## src/rtl/mux_tree_arbiter_pkg.sv

```systemverilog
// mux_tree_arbiter_pkg: shared FSM states and sizing helpers for the mux tree arbiter.
package mux_tree_arbiter_pkg;

    typedef enum logic [1:0] {IDLE, GRANT, DRAIN} state_t;

    function automatic int num_src(input int levels);
        return 4 ** levels;
    endfunction

    function automatic int clog2(input int v);
        int r;
        for (r = 0; (1 << r) < v; r++) begin end
        return r;
    endfunction

endpackage

```

## src/rtl/mux_tree_arbiter_rr_prio_sel.sv

```systemverilog
// rr_prio_sel: rotate-priority-encode-unrotate; first set req bit at or above ptr, wrapping.
module rr_prio_sel
    import mux_tree_arbiter_pkg::*;
#(
    parameter int N  = 16,
    parameter int IW = 4
) (
    input  logic [N-1:0]  req,
    input  logic [IW-1:0] ptr,
    output logic [IW-1:0] win,
    output logic          any
);

    logic [N-1:0]  rot;
    logic [IW-1:0] off;

    always_comb begin
        rot = N'({req, req} >> ptr);
        off = '0;
        for (int i = N - 1; i >= 0; i--)
            if (rot[i]) off = IW'(i);
        win = ptr + off;
        any = |req;
    end

endmodule

```

## src/rtl/mux_tree_arbiter.sv

```systemverilog
// mux_tree_arbiter: round-robin packet arbiter driving staggered selects of a pipelined 4:1 mux tree.
module mux_tree_arbiter
    import mux_tree_arbiter_pkg::*;
#(
    parameter int LEVELS       = 2,
    parameter int ENABLE_DELAY = 0,
    localparam int N           = num_src(LEVELS)
) (
    input  logic                clk,
    input  logic                rst,
    input  logic [N-1:0]        req,
    output logic [N-1:0]        gnt,
    input  logic                done,
    input  logic                src_vld,
    output logic [2*LEVELS-1:0] tree_sel,
    output logic                out_vld,
    output logic                busy
);

    localparam int IW = 2 * LEVELS;
    localparam int L  = ENABLE_DELAY ? LEVELS : 0;
    localparam int CW = clog2(LEVELS + 1);

    state_t        state;
    logic [IW-1:0] ptr;
    logic [IW-1:0] stg [LEVELS];
    logic [CW-1:0] cnt;
    logic [LEVELS-1:0] vsr;
    logic [IW-1:0] win;
    logic          any;
    logic          v;

    rr_prio_sel #(.N(N), .IW(IW)) u_sel (
        .req(req),
        .ptr(ptr),
        .win(win),
        .any(any)
    );

    assign v       = src_vld && |gnt;
    assign busy    = state != IDLE;
    assign out_vld = ENABLE_DELAY ? vsr[LEVELS-1] : v;

    // stg[k] is the granted index k cycles ago, matching level k's register depth
    always_comb begin
        tree_sel = '0;
        for (int k = 0; k < LEVELS; k++)
            tree_sel[2*k +: 2] = ENABLE_DELAY ? stg[k][2*k +: 2] : stg[0][2*k +: 2];
    end

    always_ff @(posedge clk) begin
        if (rst) begin
            state <= IDLE;
            gnt   <= '0;
            ptr   <= '0;
            cnt   <= '0;
            vsr   <= '0;
            for (int j = 0; j < LEVELS; j++) stg[j] <= '0;
        end else begin
            vsr <= LEVELS'({vsr, v});
            for (int j = 1; j < LEVELS; j++) stg[j] <= stg[j-1];
            case (state)
                IDLE: if (any) begin
                    gnt    <= N'(1) << win;
                    stg[0] <= win;
                    state  <= GRANT;
                end
                GRANT: if (done) begin
                    gnt   <= '0;
                    ptr   <= stg[0] + IW'(1);
                    cnt   <= CW'(L - 1);
                    state <= L > 0 ? DRAIN : IDLE;
                end
                DRAIN: begin
                    cnt <= cnt - CW'(1);
                    if (cnt == '0) state <= IDLE;
                end
                default: state <= IDLE;
            endcase
        end
    end

endmodule
```

## config.mk

```make
export PLATFORM = sky130hd
export DESIGN_NAME = mux_tree_arbiter
export DESIGN_NICKNAME = d
export VERILOG_FILES = /design/src/rtl/mux_tree_arbiter_pkg.sv /design/src/rtl/mux_tree_arbiter_rr_prio_sel.sv /design/src/rtl/mux_tree_arbiter.sv
export SDC_FILE = /design/constraint.sdc
export NUM_CORES = 1
export LEC_CHECK = 0
export BUFFER_PORTS_ARGS = -buffer_cell sky130_fd_sc_hd__buf_4
export CAP_MARGIN = 20
export CORE_ASPECT_RATIO = 0.5
export CORE_UTILIZATION = 35
export DETAILED_ROUTE_END_ITERATION = 12
export SETUP_SLACK_MARGIN = 0.1
export SYNTH_ARGS = -nofsm -noshare
export SYNTH_HDL_FRONTEND = slang
export SYNTH_HIERARCHICAL = 1
export SYNTH_SLANG_ARGS = --single-unit
```

## constraint.sdc

```tcl
create_clock -name clk -period 6.1 [get_ports clk]
set_clock_uncertainty 0.1 [all_clocks]
set_input_delay 0 -clock clk [delete_from_list [all_inputs] [get_ports clk]]
set_output_delay 0 -clock clk [all_outputs]
set_load 0.01 [all_outputs]
```

==> flow_metrics.env, run 1 <==
export IMPL_status="complete, no violations"
export IMPL_firstDrtPassIters=4
export IMPL_finalHoldViolations=0
export IMPL_syn_inst=180
export IMPL_grt_max_degree=20
export IMPL_layout_drive_gt1_share=0.438
export IMPL_cts_root_buf="clkbuf_16"
export IMPL_finalSetupViolCount=0
export IMPL_p_sw_w=0.000195
export IMPL_cts_tree="done"
export IMPL_grt_util_all_layers=0.169
export IMPL_leakage_nw=1.03
export IMPL_endpoint="gnt[10]"
export IMPL_syn_area_um2=2190
export IMPL_worst_pin_slew_ns=1.02
export IMPL_synth_enable_flop_cells=4
export IMPL_overflow=0
export IMPL_p_per_area_nw_per_um2=227
export IMPL_start_kind="flop"
export IMPL_worstPathRequired_ns=6.21
export IMPL_max_slew_margin=0.319
export IMPL_cts_setup_buffers=0
export IMPL_synthArstFlopShare=0
export IMPL_fin_nets=243
export IMPL_vdd_drop_max_v=0.000120
export IMPL_core_area_um2=5750
export IMPL_cts_made_buffers=3
export IMPL_setup_tns_ns=0
export IMPL_crit_type="reg2reg"
export IMPL_timing_final_crit_share=0.802
export IMPL_utilization=0.455
export IMPL_final_cell_area_um2=2620
export IMPL_synthMostInstantiatedCell="dfxtp_1"
export IMPL_die_w_um=114
export IMPL_drt_iter0_drc=57
export IMPL_crit_arrival_ns=5.00
export IMPL_cp_max_fo=19
export IMPL_cts_sinks=25
export IMPL_row_count=19
export IMPL_netlist_area_leader_share=0.192
export IMPL_syn_to_final_growth_pct=19.5
export IMPL_ant_nets=0
export IMPL_finalWirelength_um=5250
export IMPL_holdBufCountCts=1
export IMPL_synth_top_area_cell="dfxtp_1"
export IMPL_ys_ff_latch=25
export IMPL_pre_cts_ws_ns=1.18
export IMPL_ys_types=53
export IMPL_drc_errors=0
export IMPL_dpl_cell_area_um2=2520
export IMPL_io_pins=42
export IMPL_port_buffers=41
export IMPL_synthTopCellsByCount="dfxtp_1, a22o_2, mux4_2, mux2i_1"
export IMPL_r2r_end="gnt[10]"
export IMPL_cp_startpoint="ptr[1]"
export IMPL_fill_cells=537
export IMPL_regArea_um2=541
export IMPL_finalWorstSetupSlack_ns=1.21
export IMPL_clockBufferDepth=2
export IMPL_max_cap_violations=0
export IMPL_viasPerCell=5.54
export IMPL_sw_frac_of_total=0.329
export IMPL_reg2reg_from="ptr[1]"
export IMPL_drv_slew=0
export IMPL_wl_per_cell_um=17.4
export IMPL_n_antenna_cell=0
export IMPL_rr_worst_depth=13
export IMPL_place_congestion=0.855
export IMPL_cts_htree_levels=1
export IMPL_antenna_found_initial=0
export IMPL_dp_hpwl_um=4140
export IMPL_ys_flop_type="dfxtp_1"
export IMPL_num_vias=1668
export IMPL_start_util=0.380
export IMPL_fmax_mhz=204
export IMPL_seq_area_frac_synth=0.247
export IMPL_intPower_w=0.000398
export IMPL_hold_path_class="in2reg"
export IMPL_worstSkewPairLatency_ns=0.26
export IMPL_avgSynthCellArea_um2=12.2
export IMPL_first_global_vias=1662
export IMPL_clockPowerShare=0.250
export IMPL_rsz0062_at_grt="false"
export IMPL_end_kind="flop"
export IMPL_layout_min_cycle_time_ns=4.89
export IMPL_path_clk_slew_ns=0.07
export IMPL_syn_num_nets=205
export IMPL_die_h_um=57.9
export IMPL_synth_area_top_cells="dfxtp_1, mux4_2, mux4_1"
export IMPL_yosysWarningCount=6
export IMPL_pwr_share_seq=0.347
export IMPL_combinationalPowerShare=0.404
export IMPL_grt_pass1_wl_um=8560
export IMPL_cts_resized=0
export IMPL_r2r_slack_ns=1.21
export IMPL_multi_input_area_um2=1550
export IMPL_dieArea_um2=6590
[through the flow]
| step | power (W) | hold WS [ns] | std cells |
|---|---|---|---|
| final | 0.000593 | 0.193 | 301 |
| after CTS | 0.000595 | 0.199 | 301 |
| after floorplan | 0.000379 | -0.0140 | 180 |
| after detailed placement | 0.000447 | 0.199 | 296 |
| after global routing | 0.000628 | 0.219 | 301 |
| after global placement | 0.000443 | 0.197 | 296 |
[registers in the layout, indices dropped and copies added, names as in the netlist]
name   flops
ptr        4
stg        4
gnt       16
state      1
[worst max-delay path, cell delays in order (launching register included)]
cell and delay, ns:
dfxtp_1 0.99, mux4_1 0.74, mux4_2 0.53, or2_4 0.29, nor2_1 0.10, o21ai_1 0.07, a31oi_1 0.29, ha_1 0.29
a21o_1 0.17, a21oi_1 0.17, xnor2_1 0.09, xnor2_1 0.33, nor3b_1 0.45, a22o_2 0.21
[worst min-delay path by stage]
stage / from / to / cells past startpoint
after global routing: done / state[0] / 3
final: done / state[0] / 3
after global placement: rst / ptr[2] / 2
after detailed placement: rst / ptr[3] / 2
after CTS: done / state[0] / 3
after floorplan: src_vld / out_vld / 2
[routing by layer]
metal	up-vias	global-route usage	share of wire
met1	802	0.230	0.50
met4	0	0.0445	0.0099
li1	817	-	-
met3	5	0.0241	0.035
met5	-	0	0
met2	44	0.287	0.46
[power by group through the flow]
stage / registers, W / clock network [W] / logic, W
2_1_floorplan: 0.000201 / 0 / 0.000177
3_3_place_gp: 0.000209 / 0 / 0.000234
3_5_place_dp: 0.000209 / 0 / 0.000238
4_1_cts: 0.000206 / 0.000150 / 0.000239
5_1_grt: 0.000209 / 0.000159 / 0.000260
6_report: 0.000206 / 0.000148 / 0.000239
[placed cells by master, fill, tap and decap left out, types with 2 or more instances in the layout]
| cell type | count |
|---|---|
| mux2_1 | 4 |
| or2_4 | 2 |
| and2b_2 | 3 |
| nor3b_1 | 3 |
| ha_1 | 4 |
| a22o_2 | 15 |
| buf_4 | 42 |
| a21oi_1 | 2 |
| nand2_1 | 5 |
| nor2b_1 | 2 |
| nor4_1 | 8 |
| clkbuf_16 | 3 |
| or2_1 | 2 |
| edfxtp_1 | 4 |
| mux2_2 | 6 |
| dfxtp_1 | 21 |
| xnor2_1 | 3 |
| xor2_1 | 2 |
| mux4_2 | 14 |
| mux4_1 | 10 |
| mux2i_1 | 11 |
| a211oi_1 | 3 |
| inv_1 | 3 |
| nor2_1 | 10 |
| nand3_1 | 3 |
| nand2b_1 | 3 |
| nor3_1 | 3 |
[layout make-up]
class / instances / area share
Timing Repair Buffer: 43 / 0.124
Multi-Input combinational cell: 141 / 0.592
Clock buffer: 3 / 0.0287
Inverter: 4 / 0.00574
Sequential cell: 25 / 0.207
Clock inverter: 1 / 0.00239
Tap cell: 84 / 0.0402
[cell families (layout without fill, tap and decap cells)]
| kind of cell | Yosys count | in the layout | share of synthesized area |
|---|---|---|---|
| compound gates | 31 | 31 | 0.126 |
| xor+xnor | 5 | 5 | 0.0200 |
| buf+inv | 14 | 51 | 0.0457 |
| mux | 45 | 45 | 0.366 |
| flops | 25 | 25 | 0.247 |
| simple gates | 55 | 55 | 0.163 |
| fa+ha+maj | 5 | 5 | 0.0320 |
No activity file was read; power rests on OpenSTA's default activity.
==> inputs of run 2 (changes only) <==
==> constraint.sdc (replaced) <==
create_clock -name clk -period 4.1 [get_ports clk]
set_clock_uncertainty 0.1 [all_clocks]
set_input_delay 0 -clock clk [delete_from_list [all_inputs] [get_ports clk]]
set_output_delay 0 -clock clk [all_outputs]
set_load 0.01 [all_outputs]
==> flow_metrics.env, run 2 (synthesized netlist as in run 1, its figures left out) <==
export IMPL_start_util=0.380
export IMPL_antenna_found_initial=0
export IMPL_max_slew_margin=0.595
export IMPL_use_met1=0.254
export IMPL_use_met2=0.273
export IMPL_crit_chain="buf_12 -> mux4_2 -> mux2_2 -> mux2_2 -> or3_1 -> o31ai_2 -> ha_2 -> fa_1 -> and2b_2 -> and2b_2 -> a22o_2"
export IMPL_rsz0062_at_grt="false"
export IMPL_overflow=0
export IMPL_cts_made_buffers=3
export IMPL_dp_hpwl_um=4210
export IMPL_final_common_cell="buf_4"
export IMPL_grt_max_degree=17
export IMPL_p_per_area_nw_per_um2=338
export IMPL_grtUsageMet3=0.0178
export IMPL_die_h_um=57.9
export IMPL_crit_family="multiplexers"
export IMPL_max_cap_violations=0
export IMPL_largest_reg_flops=16
export IMPL_finalHoldViolations=0
export IMPL_first_global_vias=1699
export IMPL_timing_final_crit_share=0.945
export IMPL_status="complete, no violations"
export IMPL_cp_max_fo=8
export IMPL_row_count=19
export IMPL_fill_cells=541
export IMPL_port_buffers=41
export IMPL_cts_sinks=25
export IMPL_gr_max_usage_layer="met2"
export IMPL_rr_worst_depth=11
export IMPL_mostFrequentLayoutCells="buf_4, mux4_2, dfxtp_1"
export IMPL_regMostFlops="gnt"
export IMPL_crit_arrival_ns=3.93
export IMPL_finalWirelength_um=5510
export IMPL_hold_path_class="in2reg"
export IMPL_top_regs="gnt x16, ptr x4, stg x4"
export IMPL_drc_errors=0
export IMPL_min_delay_start="done"
export IMPL_finalSetupViolCount=0
export IMPL_clockBufferDepth=2
export IMPL_cp_num_buf_inv=1
export IMPL_end_kind="flop"
export IMPL_power_w=0.000943
export IMPL_place_inst=305
export IMPL_reg2reg_from="ptr[1]"
export IMPL_core_area_um2=5750
export IMPL_r2r_end="gnt[2]"
export IMPL_syn_to_final_growth_pct=27.6
export IMPL_io_pins=42
export IMPL_worstSkewPairLatency_ns=0.26
export IMPL_grt_util_all_layers=0.173
export IMPL_slowest_stage="mux4_2"
export IMPL_layout_drive_gt1_share=0.557
export IMPL_drv_slew=0
export IMPL_start_kind="flop"
export IMPL_num_vias=1748
export IMPL_r2r_slack_ns=0.22
export IMPL_worstPathRequired_ns=4.15
export IMPL_fin_nets=254
export IMPL_vdd_drop_max_v=0.000181
export IMPL_min_path_cells=3
export IMPL_dieArea_um2=6590
export IMPL_layout_min_cycle_time_ns=3.88
export IMPL_die_w_um=114
export IMPL_ant_nets=0
export IMPL_drt_iter0_drc=76
export IMPL_cts_tree="done"
export IMPL_wl_per_cell_um=17.6
export IMPL_place_congestion=0.883
export IMPL_worst_pin_slew_ns=0.606
export IMPL_firstDrtPassIters=4
export IMPL_whs_endpoint="state[0]"
export IMPL_cts_root_buf="clkbuf_16"
export IMPL_path_clk_slew_ns=0.07
export IMPL_viasPerCell=5.60
export IMPL_layout_cells_non_filler=312
export IMPL_fmax_mhz=258
export IMPL_crit_type="reg2reg"
export IMPL_leakage_nw=1.10
export IMPL_grt_pass1_wl_um=8910
export IMPL_n_antenna_cell=0
export IMPL_critPathMaxStageDelay_ns=0.53
export IMPL_cts_htree_levels=1
==> run 2: cell count changes in the layout (fill, tap and decap cells not counted), moves of 2 or more <==
cell / change
buf_4: +9
ha_2: +2
ha_1: -2
dfxtp_1: -2
mux4_1: -7
xnor2_1: -2
nor3b_1: -2
mux4_2: +7
xnor2_2: +2
nor3b_4: +2
==> run 2: worst min-delay path, cell delays in order <==
cell	delay, ns
buf_4	0.07
and2_1	0.35
nor3_1	0.09
==> run 2: how the worst max path moves through the flow <==
stage	from	endpoint	slack, ns	cells after the start
2_1_floorplan	ptr[1]	gnt[6]	0.18	15
3_3_place_gp	ptr[1]	gnt[6]	0.05	14
3_5_place_dp	ptr[1]	gnt[2]	-0.02	14
4_1_cts	ptr[1]	gnt[2]	0.12	11
5_1_grt	ptr[1]	gnt[6]	0.07	14
6_report	ptr[1]	gnt[2]	0.22	11
==> run 2: final cells by class <==
class                           count  area [um^2]  area share
Sequential cell                    25          546       0.195
Tap cell                           84          105      0.0377
Timing Repair Buffer               54          438       0.157
Multi-Input combinational cell    141         1610       0.576
Clock buffer                        3         75.1      0.0269
Clock inverter                      1         6.26     0.00224
Inverter                            4         15.0     0.00538
==> run 2: stage by stage <==
stage / hold WS [ns] / setup WS (ns) / TNS [ns] / utilization / area, um^2
floorplan: -0.0140 / 0.181 / 0 / - / 2190
global placement: 0.199 / 0.0504 / 0 / 0.453 / 2610
detailed placement: 0.197 / -0.0200 / -0.0934 / 0.453 / 2610
CTS: 0.203 / 0.115 / 0 / 0.472 / 2720
global route: 0.219 / 0.0688 / 0 / 0.485 / 2790
finish: 0.190 / 0.224 / 0 / 0.485 / 2790
==> run 2: report_power, final <==
part	switching (W)	internal (W)	leakage, nW	total, W
clock network	0.0000899	0.000133	0.0414	0.000223
registers	0.0000238	0.000272	0.216	0.000295
logic	0.000201	0.000224	0.841	0.000425
==> run 2: repair_timing <==
item | in CTS | in global routing
hold endpoints to repair | 5 | 0
hold buffers | 1 | 0
cloned | 0 | 1
resized for setup | 9 | 16
pin swaps | 0 | 4
endpoints found under the setup margin | 16 | 17
setup buffers | 0 | 1
==> run 2: routing by layer <==
metal  wire length (um)  share of wire  vias up
met2               2490           0.45       54
met1               2750           0.50      865
met4                 52         0.0094        0
met3                211          0.038        4
li1                   -              -      825
met5                  0              0        -
==> inputs of run 3 (changes only) <==
--- a/config.mk
+++ b/config.mk
@@ -8,6 +8,7 @@
 export BUFFER_PORTS_ARGS = -buffer_cell sky130_fd_sc_hd__buf_4
 export CAP_MARGIN = 20
 export CORE_ASPECT_RATIO = 0.5
+export CORE_MARGIN = 5
 export CORE_UTILIZATION = 35
 export DETAILED_ROUTE_END_ITERATION = 12
 export SETUP_SLACK_MARGIN = 0.1
==> flow_metrics.env, run 3 (synthesized netlist as in run 1, its figures left out) <==
export IMPL_worstSkewPairLatency_ns=0.26
export IMPL_fmax_mhz=257
export IMPL_worst_pin_slew_ns=0.615
export IMPL_timing_final_crit_share=0.949
export IMPL_wl_per_cell_um=17.4
export IMPL_min_path_cells=3
export IMPL_die_h_um=65.9
export IMPL_grt_max_degree=17
export IMPL_path_clk_slew_ns=0.07
export IMPL_whs_endpoint="state[0]"
export IMPL_r2r_slack_ns=0.21
export IMPL_viasPerCell=5.51
export IMPL_cts_htree_levels=1
export IMPL_finalWorstSetupSlack_ns=0.209
export IMPL_max_cap_violations=0
export IMPL_cp_max_fo=8
export IMPL_grt_util_all_layers=0.140
export IMPL_critPathMaxStageDelay_ns=0.54
export IMPL_crit_chain="clkbuf_16 -> mux4_2 -> mux2_2 -> mux2_2 -> or3_1 -> o31ai_1 -> ha_1 -> fa_1 -> and2b_2 -> and2b_2 -> a22o_1"
export IMPL_rr_worst_depth=11
export IMPL_overflow=0
export IMPL_mostFrequentLayoutCells="buf_4, mux4_2, dfxtp_1"
export IMPL_final_common_cell="buf_4"
export IMPL_cts_tree="done"
export IMPL_cts_root_buf="clkbuf_16"
export IMPL_whs_ns=0.185
export IMPL_hold_path_class="in2reg"
export IMPL_finalWirelength_um=5620
export IMPL_layout_min_cycle_time_ns=3.89
export IMPL_finalSetupViolCount=0
export IMPL_reg2reg_from="ptr[1]"
export IMPL_dieArea_um2=8030
export IMPL_crit_family="multiplexers"
export IMPL_crit_arrival_ns=3.95
export IMPL_drc_errors=0
export IMPL_row_count=20
export IMPL_fin_nets=261
export IMPL_status="complete, no violations"
export IMPL_cts_made_buffers=3
export IMPL_rsz0062_at_grt="true"
export IMPL_n_antenna_cell=0
export IMPL_regArea_um2=548
export IMPL_drt_iter0_drc=99
export IMPL_place_congestion=0.858
export IMPL_multi_input_area_um2=1580
export IMPL_p_per_area_nw_per_um2=336
export IMPL_min_delay_start="done"
export IMPL_vdd_drop_max_v=0.000168
export IMPL_antenna_found_initial=0
export IMPL_start_util=0.361
export IMPL_worstPathRequired_ns=4.16
export IMPL_finalHoldViolations=0
export IMPL_start_kind="flop"
export IMPL_num_vias=1781
export IMPL_crit_type="reg2reg"
export IMPL_place_inst=312
export IMPL_r2r_end="gnt[6]"
export IMPL_syn_to_final_growth_pct=29.1
export IMPL_slowest_stage="mux4_2"
export IMPL_end_kind="flop"
export IMPL_cp_num_buf_inv=1
export IMPL_layout_cells_non_filler=323
export IMPL_final_cell_area_um2=2830
export IMPL_cts_sinks=25
export IMPL_top_regs="gnt x16, ptr x4, stg x4"
export IMPL_port_buffers=41
export IMPL_first_global_vias=1737
export IMPL_dp_hpwl_um=4400
export IMPL_ant_nets=0
export IMPL_io_pins=42
export IMPL_layout_drive_gt1_share=0.562
export IMPL_largest_reg_flops=16
export IMPL_grt_pass1_wl_um=8980
export IMPL_firstDrtPassIters=4
export IMPL_clockBufferDepth=2
export IMPL_core_area_um2=6060
export IMPL_leakage_nw=1.14
export IMPL_regMostFlops="gnt"
export IMPL_max_slew_margin=0.589
export IMPL_die_w_um=122
export IMPL_dpl_cell_area_um2=2640
export IMPL_pre_cts_ws_ns=-0.0651
export IMPL_fill_cells=580
export IMPL_drv_slew=0
## run 3: worst max path at each step
stage	endpoint	startpoint	cells after the start
6_report	gnt[6]	ptr[1]	11
5_1_grt	gnt[8]	ptr[1]	14
4_1_cts	gnt[6]	ptr[1]	15
3_5_place_dp	gnt[6]	ptr[1]	14
3_3_place_gp	gnt[6]	ptr[1]	14
2_1_floorplan	gnt[6]	ptr[1]	15
## run 3: area by class of cell
cell class	instances	share of cell area
clock inverters	1	0.00221
multi-input cells	141	0.559
flip-flops and latches	25	0.194
well taps	88	0.0390
inverters	4	0.00531
clock buffers	3	0.0266
repair buffers	61	0.174
## run 3: what timing repair did
| item | 4_1_cts | 5_1_grt |
|---|---|---|
| buffers inserted | 1 | 4 |
| cloned | 0 | 1 |
| hold buffers | 1 | 0 |
| endpoints found under the setup margin | 16 | 17 |
| pin swaps | 1 | 18 |
| gates resized for setup | 8 | 15 |
| hold endpoints to repair | 5 | 0 |
## run 3: routing by layer
metal,part of all wire,vias to the layer above,global-route usage
met1,0.47,882,0.196
li1,-,842,-
met2,0.46,51,0.231
met5,0,-,0
met4,0.012,0,0.0377
met3,0.056,6,0.0162
## run 3: worst reg2reg max path: cells and delay by family (launching register included)
kind            cells  cell delay [ns]
buf+inv             1             0.16
simple gates        3             0.81
flops               1             0.38
fa+ha+maj           2             0.70
mux                 3             1.15
compound gates      2             0.49
## run 3: stage by stage
step,total power (W),setup TNS (ns),utilization
after floorplan,0.000564,0,-
after global placement,0.000688,0,0.435
after detailed placement,0.000695,-0.258,0.435
after CTS,0.000925,0,0.454
after global routing,0.000998,0,0.467
final,0.000948,0,0.467
## run 3: report_power, final
group	internal [W]	switching (W)	total [W]
Combinational	0.000234	0.000200	0.000434
Sequential	0.000271	0.0000207	0.000292
Clock	0.000133	0.0000897	0.000223
Total	0.000638	0.000310	0.000948
